[src/rtl/sd_pkg.sv]
// sd_pkg: shared SD command-line constants and receiver state encoding
package sd_pkg;
  localparam logic [7:0] CRC7_POLY = 8'h89;
  localparam int NCR_TIMEOUT = 64;
  localparam int R1_LEN = 48;
  localparam int R2_LEN = 136;
  typedef enum logic [1:0] {IDLE, WAIT_START, RECEIVE, DONE} rx_state_t;
endpackage

[src/rtl/crc_serial_lfsr.sv]
// crc_serial_lfsr: one-bit-per-clock MSB-first CRC register, shared by tx and rx paths
module crc_serial_lfsr #(
  parameter int W = 7
) (
  input  logic         clk,
  input  logic         rst_n,
  input  logic         clear,
  input  logic         enable,
  input  logic         din,
  input  logic [W-1:0] generator,
  output logic [W-1:0] crc
);
  logic fb;
  assign fb = crc[W-1] ^ din;
  always_ff @(posedge clk or negedge rst_n)
    if (!rst_n) crc <= '0;
    else if (clear) crc <= '0;
    else if (enable) crc <= {crc[W-2:0], 1'b0} ^ (fb ? generator : '0);
endmodule

[src/rtl/sd_resp_receiver.sv]
// sd_resp_receiver: arms on request, captures a fixed-length CMD-line response and checks CRC/end bit
module sd_resp_receiver
  import sd_pkg::*;
#(
  parameter int respLength    = R1_LEN,
  parameter int crcLength     = 7,
  parameter int timeoutCycles = NCR_TIMEOUT
) (
  input  logic                  clk,
  input  logic                  rst_n,
  input  logic                  useModule,
  input  logic                  cmd_in,
  input  logic [crcLength:0]    generator,
  input  logic                  skip_crc,
  output logic [respLength-1:0] resp_data,
  output logic                  busy,
  output logic                  finish,
  output logic                  crc_ok,
  output logic                  end_err,
  output logic                  timeout
);
  localparam int BW = $clog2(respLength + 1);
  localparam int WW = $clog2(timeoutCycles + 1);
  localparam logic [BW-1:0] CRC_END = BW'(crcLength + 1);
  rx_state_t state, state_nx;
  logic use_q, rise, fall, skip_q, crc_clear, crc_en, unused_gen_msb;
  logic [BW-1:0] bit_cnt;
  logic [WW-1:0] wait_cnt;
  logic [crcLength-1:0] crc;
  assign rise = useModule & ~use_q;
  assign fall = ~useModule & use_q;
  assign unused_gen_msb = generator[crcLength];
  assign crc_clear = (state == IDLE) & rise;
  // the CRC span ends before the CRC field, i.e. while bit_cnt is still above crcLength
  assign crc_en = ~fall & (((state == WAIT_START) & ~cmd_in) | ((state == RECEIVE) & (bit_cnt >= CRC_END)));
  crc_serial_lfsr #(.W(crcLength)) u_crc (
    .clk(clk), .rst_n(rst_n), .clear(crc_clear), .enable(crc_en), .din(cmd_in),
    .generator(generator[crcLength-1:0]), .crc(crc)
  );
  always_ff @(posedge clk or negedge rst_n)
    if (!rst_n) state <= IDLE;
    else state <= state_nx;
  always_comb begin
    state_nx = state;
    case (state)
      IDLE:       state_nx = rise ? WAIT_START : IDLE;
      WAIT_START: state_nx = fall ? IDLE : ~cmd_in ? RECEIVE :
                             (wait_cnt == WW'(timeoutCycles - 1)) ? DONE : WAIT_START;
      RECEIVE:    state_nx = fall ? IDLE : (bit_cnt == '0) ? DONE : RECEIVE;
      default:    state_nx = fall ? IDLE : DONE;
    endcase
  end
  always_comb busy = (state == WAIT_START) || (state == RECEIVE);
  always_ff @(posedge clk or negedge rst_n)
    if (!rst_n) begin
      use_q     <= 1'b0;
      skip_q    <= 1'b0;
      bit_cnt   <= '0;
      wait_cnt  <= '0;
      resp_data <= '0;
      finish    <= 1'b0;
      crc_ok    <= 1'b0;
      end_err   <= 1'b0;
      timeout   <= 1'b0;
    end else begin
      use_q <= useModule;
      case (state)
        IDLE: if (rise) begin
          finish    <= 1'b0;
          crc_ok    <= 1'b0;
          end_err   <= 1'b0;
          timeout   <= 1'b0;
          skip_q    <= skip_crc;
          wait_cnt  <= '0;
          resp_data <= '0;
        end
        WAIT_START: if (!fall) begin
          if (!cmd_in) begin
            resp_data <= {resp_data[respLength-2:0], cmd_in};
            bit_cnt   <= BW'(respLength - 2);
          end else begin
            wait_cnt <= wait_cnt + 1'b1;
            if (wait_cnt == WW'(timeoutCycles - 1)) begin
              timeout <= 1'b1;
              finish  <= 1'b1;
            end
          end
        end
        RECEIVE: if (!fall) begin
          resp_data <= {resp_data[respLength-2:0], cmd_in};
          bit_cnt   <= bit_cnt - 1'b1;
          if (bit_cnt == '0) begin
            crc_ok  <= skip_q | (crc == resp_data[crcLength-1:0]);
            end_err <= ~cmd_in;
            finish  <= 1'b1;
          end
        end
        default: if (fall) finish <= 1'b0;
      endcase
    end
endmodule

[config.mk]
export PLATFORM = sky130hd
export DESIGN_NAME = sd_resp_receiver
export DESIGN_NICKNAME = d
export VERILOG_FILES = /design/src/rtl/sd_pkg.sv /design/src/rtl/crc_serial_lfsr.sv /design/src/rtl/sd_resp_receiver.sv
export SDC_FILE = /design/constraint.sdc
export NUM_CORES = 1
export LEC_CHECK = 0
export CAP_MARGIN = 40
export CORE_UTILIZATION = 35
export DETAILED_ROUTE_END_ITERATION = 6
export GPL_TIMING_DRIVEN = 0
export PLACE_DENSITY = 0.7
export SYNTH_ARGS = -nofsm -noshare
export SYNTH_HDL_FRONTEND = slang
export SYNTH_SLANG_ARGS = --single-unit
[constraint.sdc]
create_clock -name clk -period 1.7 [get_ports clk]
set_input_delay 0.51 -clock clk [delete_from_list [all_inputs] [get_ports clk]]
set_output_delay 0.51 -clock clk [all_outputs]
set_load 0.02 [all_outputs]
Yosys cells after proc, flatten, opt, wreduce, memory -nomap -nowiden
Cells that the tools add are included.

Word-level logic and storage cells: 94. Register bits: 76. Output and inout bits: 53. Input bits: 13.

Order comparisons: 1. Reductions and logical operators: 16. Equality and inequality tests: 11. Add/subtract/negate cells: 2. Bitwise operators: 14. Multiplexer cells: 39.

Operators by type and width (number): $mux W48 (4); $pmux W48 S3 (1); $mux W7 (6); $mux W6 (3); $pmux W7 S2 (1); $mux W1 (13); $ne A2 B2 Y1 const B (6); $pmux W6 S2 (1); $reduce_and A4 Y1 (3); $mux W2 (5); $reduce_and A5 Y1 (2); $reduce_bool A2 Y1 (4); $add A7 B1 Y7 const B (1); $eq A7 B6 Y1 const B (1); $eq A7 B7 Y1 (1); $reduce_and A7 Y1 (1); $xor A7 B7 Y7 (1); $and A1 B1 Y1 (6); $ge A6 B4 Y1 const B (1); $logic_not A6 Y1 (1); $pmux W1 S2 (3); $pmux W2 S3 (1); $sub A6 B1 Y6 const B (1); $not A1 Y1 (4); 11 further kinds (12).

Longest topological paths before layout
Word-level depth: 6. Gate-level depth with buffers: 9.

Cells and area by module
From an unflattened synthesis, not the netlist that was laid out.

Cells, all modules: 400. Area total of the unflattened synthesis: 3623.5 um^2.

By module, submodules not included: sd_resp_receiver (times used 1, cells an instance 354, area each 3198.1 um^2, seq. area each 1726.7 um^2); crc_serial_lfsr (times used 1, cells an instance 46, area each 425.4 um^2, seq. area each 175.2 um^2).

Worst setup path after synthesis
Ideal clock, no wire load.

Path type: reg2reg. Start point: register state[0]. End point: register resp_data[7]. Stages on the path, launching flop included: 9. Slack: -0.197 ns. Buffers on the path: 2. Setup time: 0.077 ns. Required time: 1.623 ns. Arrival time: 1.820 ns. Path through: dfrtp_1 -> inv_1 -> ha_1 -> inv_1 -> nor2_1 -> buf_2 -> clkbuf_1 -> nand2_1 -> o21ai_1.

Longest elaborated chain between the ends: 3.

RTL lines: start: declaration (RTL line sd_resp_receiver.sv:25) `rx_state_t state, state_nx;`; start signal: assignment (RTL line sd_resp_receiver.sv:42) `else state <= state_nx;`; $eq A2 B1 Y1 (tied with other cells) (RTL line sd_resp_receiver.sv:67) `case (state)`; $ne A2 B2 Y1 (no source line) or $reduce_bool A3 Y1 (tied branches); $reduce_and A5 Y1 (no source line); end signal: assignment (RTL line sd_resp_receiver.sv:79) `resp_data <= {resp_data[respLength-2:0], cmd_in};`; end signal: assignment (RTL line sd_resp_receiver.sv:90) `resp_data <= {resp_data[respLength-2:0], cmd_in};`; end: declaration (RTL line sd_resp_receiver.sv:15) `output logic [respLength-1:0] resp_data,`.

Several ways; a longest one is shown, not always the timed one. A chain may end at the register's enable or synchronous reset.

Worst setup path after layout
Start point: register state[1]. End point: register resp_data[23].

The elaborated chain is that of the path after synthesis.

==> flow_summary.toml <==
[run_status]
status = "complete, but fails checks"
violations = "negative setup slack"

[clock_network]
path_clk_slew_ps = 70
cts_tree = "done"
clockBufferDepth = 2
cts-buffers-inserted = 9
worstSkewPairLatency_ps = 350
cts_root_buffer = "clkbuf_8"
h-tree-depth = 3
clock-sinks = 76

[setup_path]
crit_arrival_ps = 2100
end_kind = "flip-flop"
crit_type = "flip-flop to flip-flop"
r2r_slack_ps = -190
cp-start-kind = "flip-flop"
crit_fanout = 10
cpLargestDelayFamily = "compound AO/OA/AOI/OAI gates"
slowest_delay_ps = 440
worst-path-buf-inv = 3
reg2regPathDepth = 8
crit_required_ps = 1920
rr_startpoint = "state[1]$_DFF_PN0_"
worst_path_max_delay_cell = "dfrtp_2"
worstPathCellList = "inv_4 > ha_4 > or2_0 > a221o_2 > buf_6 > buf_6 > nand2_1 > o21ai_1"
r2r_end = "resp_data[23]$_DFFE_PN0P_"
path_depth = 8
cpMostUsedCell = "buf_6"

[sta]
drv_slew = 0
fmax_mhz = 529.9
worst_slack_ps = -187.2
finalSetupViolCount = 54
fin_setup_tns_ps = -8307
tightest_slew_ps = 486.4
post-route-period-util_pct = 111.0
skew_ps = 11.78
finalHoldViolCount = 0
rsz0062_at_grt = "true"
relSlewSlack_pct = 67.57
fin_crit_ps = 1887

[detailed_routing]
drt-vias-per-instance = 5.125
wl_per_cell_um = 14.12
detail-route-antenna-nets = 0
drtPass1Iterations = 5
drt_iter0_markers = 111
drc = 0
wl_um = 9039
vias = 3280

[floorplanning]
die_w_um = 104.8
ios = 66
initial_core_util_pct = 36.01
coreArea_mm2 = 0.01028
num_rows = 37
die_y_um = 104.8
die_area_mm2 = 0.01099

[grt]
grt_use_met1_pct = 24.06
track_usage_pct = 17.70
met2_usage_pct = 27.91
grt_use_met3_pct = 3.993
grt-ovfl-total = 0
grt_pass1_wl_um = 15520
busiest_layer = "met2"
first_global_vias = 3170
antenna_found_initial = 0
grt_max_degree = 64

[min_path]
hold_path_class = "flip-flop to flip-flop"
worstHoldStart = "wait_cnt[6]$_DFFE_PN0P_"
min_path_cells = 1
min_to = "wait_cnt[6]$_DFFE_PN0P_"

[power_and_ir_drop]
powerDensity_mw_per_mm2 = 1437
peakVddDrop_mv = 0.7928
power.leakage_nw = 2.315

[yosys]
synthesis.area_mm2 = 0.003701
ys_seq_area_share_pct = 51.39
ys_async_sr_fraction_pct = 100.0
synth_top_family_by_area = "simple AND/OR/NAND/NOR gates"
yosys_warnings = 0
synth_compound_area_share_pct = 18.19
synth_seq_cells = 76
synth_nets = 431
synthFlopType = "dfrtp_1"
yosys.area_share.xor_xnor_pct = 3.076
synth_mux_area_share_pct = 1.116
synth_adder_area_share_pct = 2.366
syn_inst = 411
synth.avg_cell_area_um2 = 9.005
synth_cell_types = 45
synth-edff-count = 0
synthSimpleGateAreaFrac_pct = 18.90

[place]
gp_congestion = 0.8422
dp_slack_ps = -697.4
dp_hpwl_um = 6088
port_buffers = 63

[job]
drv_cap = 0

[cells_and_area]
syn2layout_area_growth_pct = 36.88
diodes = 0
fin_nets = 521
drive_above_1_share_pct = 18.85
[registers in the layout, summed over array words and instances, names as in the netlist]
register / flops
timeout: 1
crc_ok: 1
end_err: 1
use_q: 1
bit_cnt: 6
wait_cnt: 7
finish: 1
state: 2
skip_q: 1
resp_data: 48
u_crc.crc: 7
[stage by stage]
stage	util (%)	cell area [um2]	total power, mW	hold WS (ps)	cells
after floorplan	-	3742	4.247	214.4	411
after global placement	44.21	4543	4.904	460.5	610
after detailed placement	44.45	4568	4.984	381.6	611
after CTS	47.44	4876	6.885	478.8	633
after global routing	49.29	5066	7.758	486.8	640
final	49.29	5066	7.282	485.3	640
[power by group]
group | internal, mW | switching, mW
Sequential | 2.00 | 0.200
Clock | 0.851 | 0.663
Combinational | 1.51 | 2.05
Total | 4.37 | 2.92
[cells by family after synthesis]
| group | Yosys count |
|---|---|
| compound gates | 109 |
| mux | 4 |
| simple gates | 165 |
| xor+xnor | 13 |
| buf+inv | 37 |
| fa+ha+maj | 7 |
| flops | 76 |
[cells in the final DEF (no fill, tap or decap), types with 4 or more instances in the layout]
cell and n:
o21ai_1 43, a21o_1 5, a211oi_2 4, dfrtp_1 74, nand2_1 109, xor2_1 10, clkbuf_1 4, ha_4 4
buf_4 15, o31ai_1 10, nand2b_1 5, o21ai_0 10, buf_2 5, dlygate4sd2_1 51, clkdlybuf4s50_1 8, nand2_2 5
inv_1 8, a2bb2oi_1 4, nand3_1 9, clkbuf_8 11, nor2_1 13, buf_6 10, a21oi_1 9
[timing repair]
action	4_1_cts	5_1_grt
gates cloned	4	0
endpoints found under the hold margin	1	0
endpoints found under the setup margin	123	73
gates resized for setup	91	42
pin swaps	1	4
hold buffers	1	0
setup buffers	5	7
[cell type report]
type | count | area, um2
flip-flops and latches | 76 | 1904
fillers | 987 | 5211
inverters | 11 | 46.29
repair buffers | 81 | 724.4
multi-input cells | 298 | 1812
clock inverters | 4 | 75.07
clock buffers | 10 | 137.6
well taps | 136 | 170.2
plain buffers | 24 | 196.4
[Yosys cell counts, drive strengths merged (2+ instances only)]
library cell | instances | area, um2
nand2 | 114 | 427.9
nand3 | 9 | 45.04
buf | 14 | 97.59
or4 | 3 | 22.52
nor3 | 2 | 10.01
a21oi | 12 | 60.06
o41ai | 2 | 17.52
a21o | 5 | 37.54
or2 | 4 | 25.03
mux2i | 3 | 30.03
nor4 | 2 | 12.51
xnor2 | 3 | 26.28
a31oi | 2 | 12.51
xor2 | 10 | 87.58
inv | 11 | 41.29
ha | 7 | 87.58
a2bb2oi | 4 | 35.03
nand4 | 2 | 12.51
nand2b | 7 | 43.79
nor2 | 17 | 63.81
o21ai | 54 | 270.3
a211oi | 6 | 45.04
dfrtp | 76 | 1902
o22ai | 2 | 12.51
a22o | 2 | 17.52
clkbuf | 12 | 45.04
o31ai | 12 | 90.09
[worst max-delay path by stage]
| stage | startpoint | end |
|---|---|---|
| 3_3_place_gp | rst_n | bit_cnt[2]$_DFFE_PN0P_ |
| 4_1_cts | state[1]$_DFF_PN0_ | resp_data[23]$_DFFE_PN0P_ |
| 6_report | state[1]$_DFF_PN0_ | resp_data[23]$_DFFE_PN0P_ |
| 3_5_place_dp | useModule | resp_data[42]$_DFFE_PN0P_ |
| 2_1_floorplan | state[0]$_DFF_PN0_ | resp_data[5]$_DFFE_PN0P_ |
| 5_1_grt | state[1]$_DFF_PN0_ | resp_data[3]$_DFFE_PN0P_ |
[metal layers]
metal	vias up	routed length (um)	share of wire, %
li1	1585	-	-
met1	1593	4245	47
met5	-	0	0
met3	7	431	4.8
met2	95	4259	47
met4	0	102	1.1
(Power assumes the default switching activity.)
